===== src/rtl/hs_rr_arbiter_if.sv =====
// Handshake bundle for hs_rr_arbiter: NUM_CH request channels merged into one
// output stream. The slave modport is the arbiter's view; master is the
// environment's view (drives requests and the downstream ready).
interface hs_rr_arbiter_if #(
  parameter int unsigned NUM_CH = 4,
  parameter int unsigned DATA_W = 32
);
  localparam int unsigned CH_W = ($clog2(NUM_CH) > 1) ? $clog2(NUM_CH) : 1;

  logic [NUM_CH-1:0]        i_valid;
  logic [NUM_CH-1:0]        o_ready;
  logic [NUM_CH*DATA_W-1:0] i_data;
  logic                     o_valid;
  logic                     i_ready;
  logic [DATA_W-1:0]        o_data;
  logic [CH_W-1:0]          o_ch;

  modport slave (
    input  i_valid, i_data, i_ready,
    output o_ready, o_valid, o_data, o_ch
  );

  modport master (
    output i_valid, i_data, i_ready,
    input  o_ready, o_valid, o_data, o_ch
  );
endinterface


===== src/rtl/hs_rr_arbiter.sv =====
// hs_rr_arbiter: round-robin merge of NUM_CH valid/ready channels into one
// registered output stage. Grant is chosen combinationally each cycle starting
// one past the last granted channel.
// Optional feature: define HS_ARB_STATS_EN to add the saturating 16-bit
// output transfer counter o_xfer_cnt.
module hs_rr_arbiter #(
  parameter int unsigned NUM_CH = 4,
  parameter int unsigned DATA_W = 32
) (
  input  logic                i_clk,
  input  logic                i_rstn,
`ifdef HS_ARB_STATS_EN
  output logic [15:0]         o_xfer_cnt,
`endif
  hs_rr_arbiter_if.slave      bus
);

  localparam int unsigned CH_W = ($clog2(NUM_CH) > 1) ? $clog2(NUM_CH) : 1;

  logic                o_valid_q, o_valid_d;
  logic [DATA_W-1:0]   o_data_q,  o_data_d;
  logic [CH_W-1:0]     o_ch_q,    o_ch_d;
  logic [CH_W-1:0]     ptr_q,     ptr_d;

  logic                ld_c;
  logic                grant_vld_c;
  logic [CH_W-1:0]     grant_idx_c;
  logic [DATA_W-1:0]   grant_data_c;
  logic [CH_W-1:0]     scan_idx_c;
  logic [NUM_CH-1:0]   ready_c;

  // Output stage may load when empty or when the slave is taking the current word
  assign ld_c = !o_valid_q || bus.i_ready;

  // Round-robin search: first valid channel at ptr+1, ptr+2, ... wrapping
  always_comb begin
    grant_vld_c  = 1'b0;
    grant_idx_c  = '0;
    grant_data_c = '0;
    scan_idx_c   = '0;
    for (int unsigned k = 1; k <= NUM_CH; k++) begin
      scan_idx_c = CH_W'((32'(ptr_q) + k) % NUM_CH);
      if (!grant_vld_c && bus.i_valid[scan_idx_c]) begin
        grant_vld_c  = 1'b1;
        grant_idx_c  = scan_idx_c;
        grant_data_c = bus.i_data[32'(scan_idx_c)*DATA_W +: DATA_W];
      end
    end
  end

  // Accept only the granted channel, and only when the output stage can load;
  // nothing is accepted while reset is asserted
  always_comb begin
    ready_c = '0;
    if (i_rstn && ld_c && grant_vld_c) begin
      ready_c[grant_idx_c] = 1'b1;
    end
  end

  assign bus.o_ready = ready_c;

  // Output stage and pointer next-state
  always_comb begin
    o_valid_d = o_valid_q;
    o_data_d  = o_data_q;
    o_ch_d    = o_ch_q;
    ptr_d     = ptr_q;
    if (ld_c) begin
      if (grant_vld_c) begin
        o_valid_d = 1'b1;
        o_data_d  = grant_data_c;
        o_ch_d    = grant_idx_c;
        ptr_d     = grant_idx_c;
      end else begin
        o_valid_d = 1'b0;
      end
    end
  end

  // State registers; reset leaves ptr at the last channel so channel 0 wins first
  always_ff @(posedge i_clk) begin
    if (!i_rstn) begin
      o_valid_q <= 1'b0;
      o_data_q  <= '0;
      o_ch_q    <= '0;
      ptr_q     <= CH_W'(NUM_CH - 1);
    end else begin
      o_valid_q <= o_valid_d;
      o_data_q  <= o_data_d;
      o_ch_q    <= o_ch_d;
      ptr_q     <= ptr_d;
    end
  end

  assign bus.o_valid = o_valid_q;
  assign bus.o_data  = o_data_q;
  assign bus.o_ch    = o_ch_q;

`ifdef HS_ARB_STATS_EN
  logic [15:0] xfer_cnt_q, xfer_cnt_d;

  // Count completed output handshakes, saturating at all-ones
  always_comb begin
    xfer_cnt_d = xfer_cnt_q;
    if (o_valid_q && bus.i_ready && (xfer_cnt_q != 16'hFFFF)) begin
      xfer_cnt_d = xfer_cnt_q + 16'd1;
    end
  end

  // Transfer counter register
  always_ff @(posedge i_clk) begin
    if (!i_rstn) begin
      xfer_cnt_q <= '0;
    end else begin
      xfer_cnt_q <= xfer_cnt_d;
    end
  end

  assign o_xfer_cnt = xfer_cnt_q;
`endif

endmodule


===== src/flat_wrapper.sv =====
// flat-port wrapper written by rule: the top's interface ports become plain ports
module hs_rr_arbiter_flat 
#(
  parameter int unsigned NUM_CH = 4,
  parameter int unsigned DATA_W = 32
)
  (i_clk, i_rstn, bus_i_valid, bus_i_data, bus_i_ready, bus_o_ready, bus_o_valid, bus_o_data, bus_o_ch);
  hs_rr_arbiter_if #(.NUM_CH(NUM_CH), .DATA_W(DATA_W)) bus_i ();
  input  logic i_clk;
  input  logic i_rstn;
  input wire logic [$bits(bus_i.i_valid)-1:0] bus_i_valid;
  input wire logic [$bits(bus_i.i_data)-1:0] bus_i_data;
  input wire logic [$bits(bus_i.i_ready)-1:0] bus_i_ready;
  output wire logic [$bits(bus_i.o_ready)-1:0] bus_o_ready;
  output wire logic [$bits(bus_i.o_valid)-1:0] bus_o_valid;
  output wire logic [$bits(bus_i.o_data)-1:0] bus_o_data;
  output wire logic [$bits(bus_i.o_ch)-1:0] bus_o_ch;
  assign bus_i.i_valid = bus_i_valid;
  assign bus_i.i_data = bus_i_data;
  assign bus_i.i_ready = bus_i_ready;
  assign bus_o_ready = bus_i.o_ready;
  assign bus_o_valid = bus_i.o_valid;
  assign bus_o_data = bus_i.o_data;
  assign bus_o_ch = bus_i.o_ch;
  hs_rr_arbiter #(.NUM_CH(NUM_CH), .DATA_W(DATA_W)) u_core (.i_clk(i_clk), .i_rstn(i_rstn), .bus(bus_i));
endmodule

===== config.mk =====
export PLATFORM = sky130hd
export DESIGN_NAME = hs_rr_arbiter_flat
export DESIGN_NICKNAME = d
export VERILOG_FILES = /design/src/rtl/hs_rr_arbiter_if.sv /design/src/rtl/hs_rr_arbiter.sv /design/src/flat_wrapper.sv
export SDC_FILE = /design/constraint.sdc
export NUM_CORES = 1
export LEC_CHECK = 0
export CAP_MARGIN = 20
export CORE_UTILIZATION = 30
export CTS_BUF_LIST = sky130_fd_sc_hd__clkbuf_16
export DETAILED_ROUTE_END_ITERATION = 7
export GPL_TIMING_DRIVEN = 1
export PLACE_DENSITY_LB_ADDON = 0.1
export SLEW_MARGIN = 40
export SYNTH_ARGS = -nofsm -noshare
export SYNTH_HDL_FRONTEND = slang
export SYNTH_SLANG_ARGS = --single-unit

===== constraint.sdc =====
create_clock -name i_clk -period 2.8 [get_ports i_clk]
set_input_delay 0.42 -clock i_clk [delete_from_list [all_inputs] [get_ports i_clk]]
set_output_delay 0.42 -clock i_clk [all_outputs]
set_load 0.005 [all_outputs]

==> load_flow_metrics.sql <==
INSERT INTO impl_metrics (metric_group, metric, value, unit) VALUES
('clock_tree', 'cts.htree.levels', '2', ''),
('drt', 'wl_per_cell', '20.0', 'um'),
('drt', 'met3RoutedLength', '1.28', 'mm'),
('worst_setup_path', 'worst-path-buf-inv', '3', ''),
('worst_setup_path', 'crit_path_top_delay_cell', 'clkdlybuf4s50_1', ''),
('status', 'violations_in_the_final_reports', 'design-rule violations', ''),
('power_and_ir_drop', 'post-layout-total-power', '0.00304', 'W'),
('placement', 'hpwl', '13.9', 'mm'),
('die', 'site_row_count', '49', ''),
('drt', 'detail_route.iter0.violations', '433', ''),
('worst_setup_path', 'cp-start-kind', 'input pin', ''),
('timing', 'post-route-period-util', '0.964', ''),
('worst_setup_path', 'cp_data_arrival_time', '2.28', 'ns'),
('drt', 'detailroute.wirelength.met2', '10.4', 'mm'),
('drt', 'ant_nets', '0', ''),
('clock_tree', 'cts.path.max_buffers', '2', ''),
('drt', 'detailedRoute.firstPassIterationCount', '8', ''),
('worst_setup_path', 'timing.critical_path.slowest_cell_delay', '0.50', 'ns'),
('worst_setup_path', 'critical-path-top-delay-family', 'buffers and inverters', ''),
('min_path', 'hold_depth', '2', ''),
('timing', 'timing_max_transition_violations_final', '0', ''),
('die', 'die_height', '138', 'um'),
('min_path', 'hold-path-endpoint', 'u_core.bus.o_ch[1]', ''),
('clock_tree', 'clk-insertion-delay-late', '0.29', 'ns'),
('logic_synthesis', 'synth_top_cells_by_count', '196 x nand2_1, 128 x mux2i_1, 65 x a31oi_1', ''),
('logic_synthesis', 'postSynthNetCount', '849', ''),
('cells_and_area', 'finalNetCount', '982', ''),
('cells_and_area', 'fraction_of_layout_instances_using_a_drive_strength_above_1', '0.106', ''),
('worst_setup_path', 'worst_path_most_repeated_cell', 'clkdlybuf4s50_1', ''),
('cells_and_area', 'postLayoutCellArea', '7730', 'um2'),
('drt', 'dr_total_vias', '6414', ''),
('die', 'die_area', '19100', 'um2'),
('worst_setup_path', 'crit_chain', 'clkdlybuf4s50_1 -> nor2b_1 -> o21ba_2 -> a211oi_1 -> buf_4 -> and4_1 -> clkdlybuf4s50_1', ''),
('power_and_ir_drop', 'p_leak', '3.42', 'nW'),
('logic_synthesis', 'syn_inst', '714', ''),
('logic_synthesis', 'yosysWarnings', '0', ''),
('worst_setup_path', 'reg2reg_to', 'u_core.bus.o_data[16]', ''),
('global_routing', 'grt_overflow', '0', ''),
('placement', 'final_weighted_congestion_in_routability_driven_placement', '0.824', ''),
('die', 'io_pins', '174', ''),
('timing', 'final.min_clock_period', '2.70', 'ns'),
('clock_tree', 'numClockSinks', '37', ''),
('clock_tree', 'reg_clk_slew_reported_paths', '0.06', 'ns'),
('global_routing', 'first_global_vias', '6406', ''),
('timing', 'finalSetupViolCount', '0', ''),
('logic_synthesis', 'synth_area_leader_cell', 'mux2i_1', ''),
('worst_setup_path', 'critical_path_required', '2.38', 'ns'),
('drt', 'avgViaCountPerCell', '5.96', ''),
('clock_tree', 'cts_hold_buffers', '0', ''),
('clock_tree', 'post_cts_buffers', '0', ''),
('min_path', 'worst_hold_startpoint', 'u_core.bus.o_ch[1]', ''),
('timing', 'rsz0062_at_grt', 'false', ''),
('timing', 'slew_headroom', '0.485', ''),
('placement', 'buffer_ports.inserted', '173', ''),
('drt', 'drc', '18', ''),
('die', 'floorplan.core_area', '18100', 'um2'),
('logic_synthesis', 'postSynthAreaPerCell', '7.79', 'um2'),
('timing', 'timing.fmax', '370', 'MHz'),
('drt', 'total_wire_length_after_detailed_routing', '21.6', 'mm'),
('timing', 'final_hold_viol_count', '0', ''),
('global_routing', 'maximum_number_of_pins_on_one_net_before_global_route_repair', '133', ''),
('global_routing', 'track_usage', '0.222', ''),
('logic_synthesis', 'synth.ff_latch_count', '37', ''),
('status', 'outcome', 'complete, but fails checks', ''),
('worst_setup_path', 'cp-end-kind', 'primary output', ''),
('logic_synthesis', 'synth.top_cell.area_share', '0.230', ''),
('logic_synthesis', 'synth_seq_area_share', '0.133', ''),
('run', 'drv.max_cap_violation_count', '0', ''),
('logic_synthesis', 'synthMostInstantiatedCell', 'nand2_1', ''),
('clock_tree', 'cts_root_buffer', 'clkbuf_16', ''),
('die', 'initial_core_util', '0.308', '');
-- kinds of logic (layout without fill, tap and decap cells) --
kind of cell	Yosys count	after routing	synth area share
multiplexers	162	162	0.368
buffers and inverters	84	218	0.0731
flip-flops	37	37	0.133
AO/OA/AOI/OAI	173	173	0.223
AND/OR/NAND/NOR	258	258	0.203
-- stage by stage --
step / setup WS [ns] / util / hold WS (ns) / instances
2_1_floorplan: 0.816 / - / 0.460 / 714
4_1_cts: 0.0479 / 0.427 / 0.495 / 1077
3_5_place_dp: -0.0668 / 0.417 / 0.487 / 1069
6_report: 0.100 / 0.427 / 0.491 / 1077
5_1_grt: 0.0258 / 0.427 / 0.539 / 1077
3_3_place_gp: -0.0612 / 0.417 / 0.481 / 1069
-- worst min-delay path, cell delays in order (launching register included) --
cell	delay [ns]
dfxtp_1	0.32
nand2_1	0.05
a21boi_0	0.07
-- placed cells by master (no fill, tap or decap), types with 5 or more instances in the layout --
cell type and instances:
nand2_1 196, clkdlybuf4s50_1 172, mux2i_1 128, a31oi_1 65, dfxtp_1 35, mux4_2 34
o21ai_0 34, a211o_1 32, nand4_1 32, o311ai_1 30, buf_4 30, nor2_1 6
buf_12 6, nor2b_1 5, clkbuf_16 5
-- how the worst max path moves through the flow --
stage / startpoint / to / slack (ns) / cells after the start
floorplan: u_core.ptr_q[1] / bus_o_ready[0] / 0.82 / 6
detailed placement: bus_i_valid[0] / bus_o_ready[3] / -0.07 / 7
CTS: bus_i_valid[3] / bus_o_ready[0] / 0.05 / 8
global placement: bus_i_valid[0] / bus_o_ready[3] / -0.06 / 7
finish: bus_i_valid[1] / bus_o_ready[2] / 0.10 / 7
global route: bus_i_valid[3] / bus_o_ready[0] / 0.03 / 8
-- what timing repair did --
item | 4_1_cts | 5_1_grt
pin swaps | 1 | 0
resized for setup | 2 | 4
setup endpoints to repair | 4 | 3
-- state kept, by name (all words and copies together), names as in the netlist --
| name | cells |
|---|---|
| u_core.bus.o_ch | 2 |
| u_core.bus.o_data | 32 |
| u_core.bus.o_valid | 1 |
| u_core.ptr_q | 2 |
-- report_power, final --
group	internal [W]	total, W	switching [W]
clock	0.000415	0.000669	0.000253
combinational	0.000870	0.00170	0.000834
sequential	0.000607	0.000671	0.0000641
-- final cells by class --
cell class	instances	area, um2	area share
Tap cell	229	287	0.0371
Multi-Input combinational cell	593	4450	0.576
Clock inverter	3	37.5	0.00486
Timing Repair Buffer	209	2080	0.269
Inverter	1	5.00	0.000648
Clock buffer	5	125	0.0162
Sequential cell	37	748	0.0968
-- metal layers --
metal / vias to the layer above / global-route usage
li1: 3002 / -
met1: 3120 / 0.288
met2: 265 / 0.380
met3: 27 / 0.0312
met4: 0 / 0.0704
met5: - / 0
Note: power is estimated with default switching activity, not from simulation.
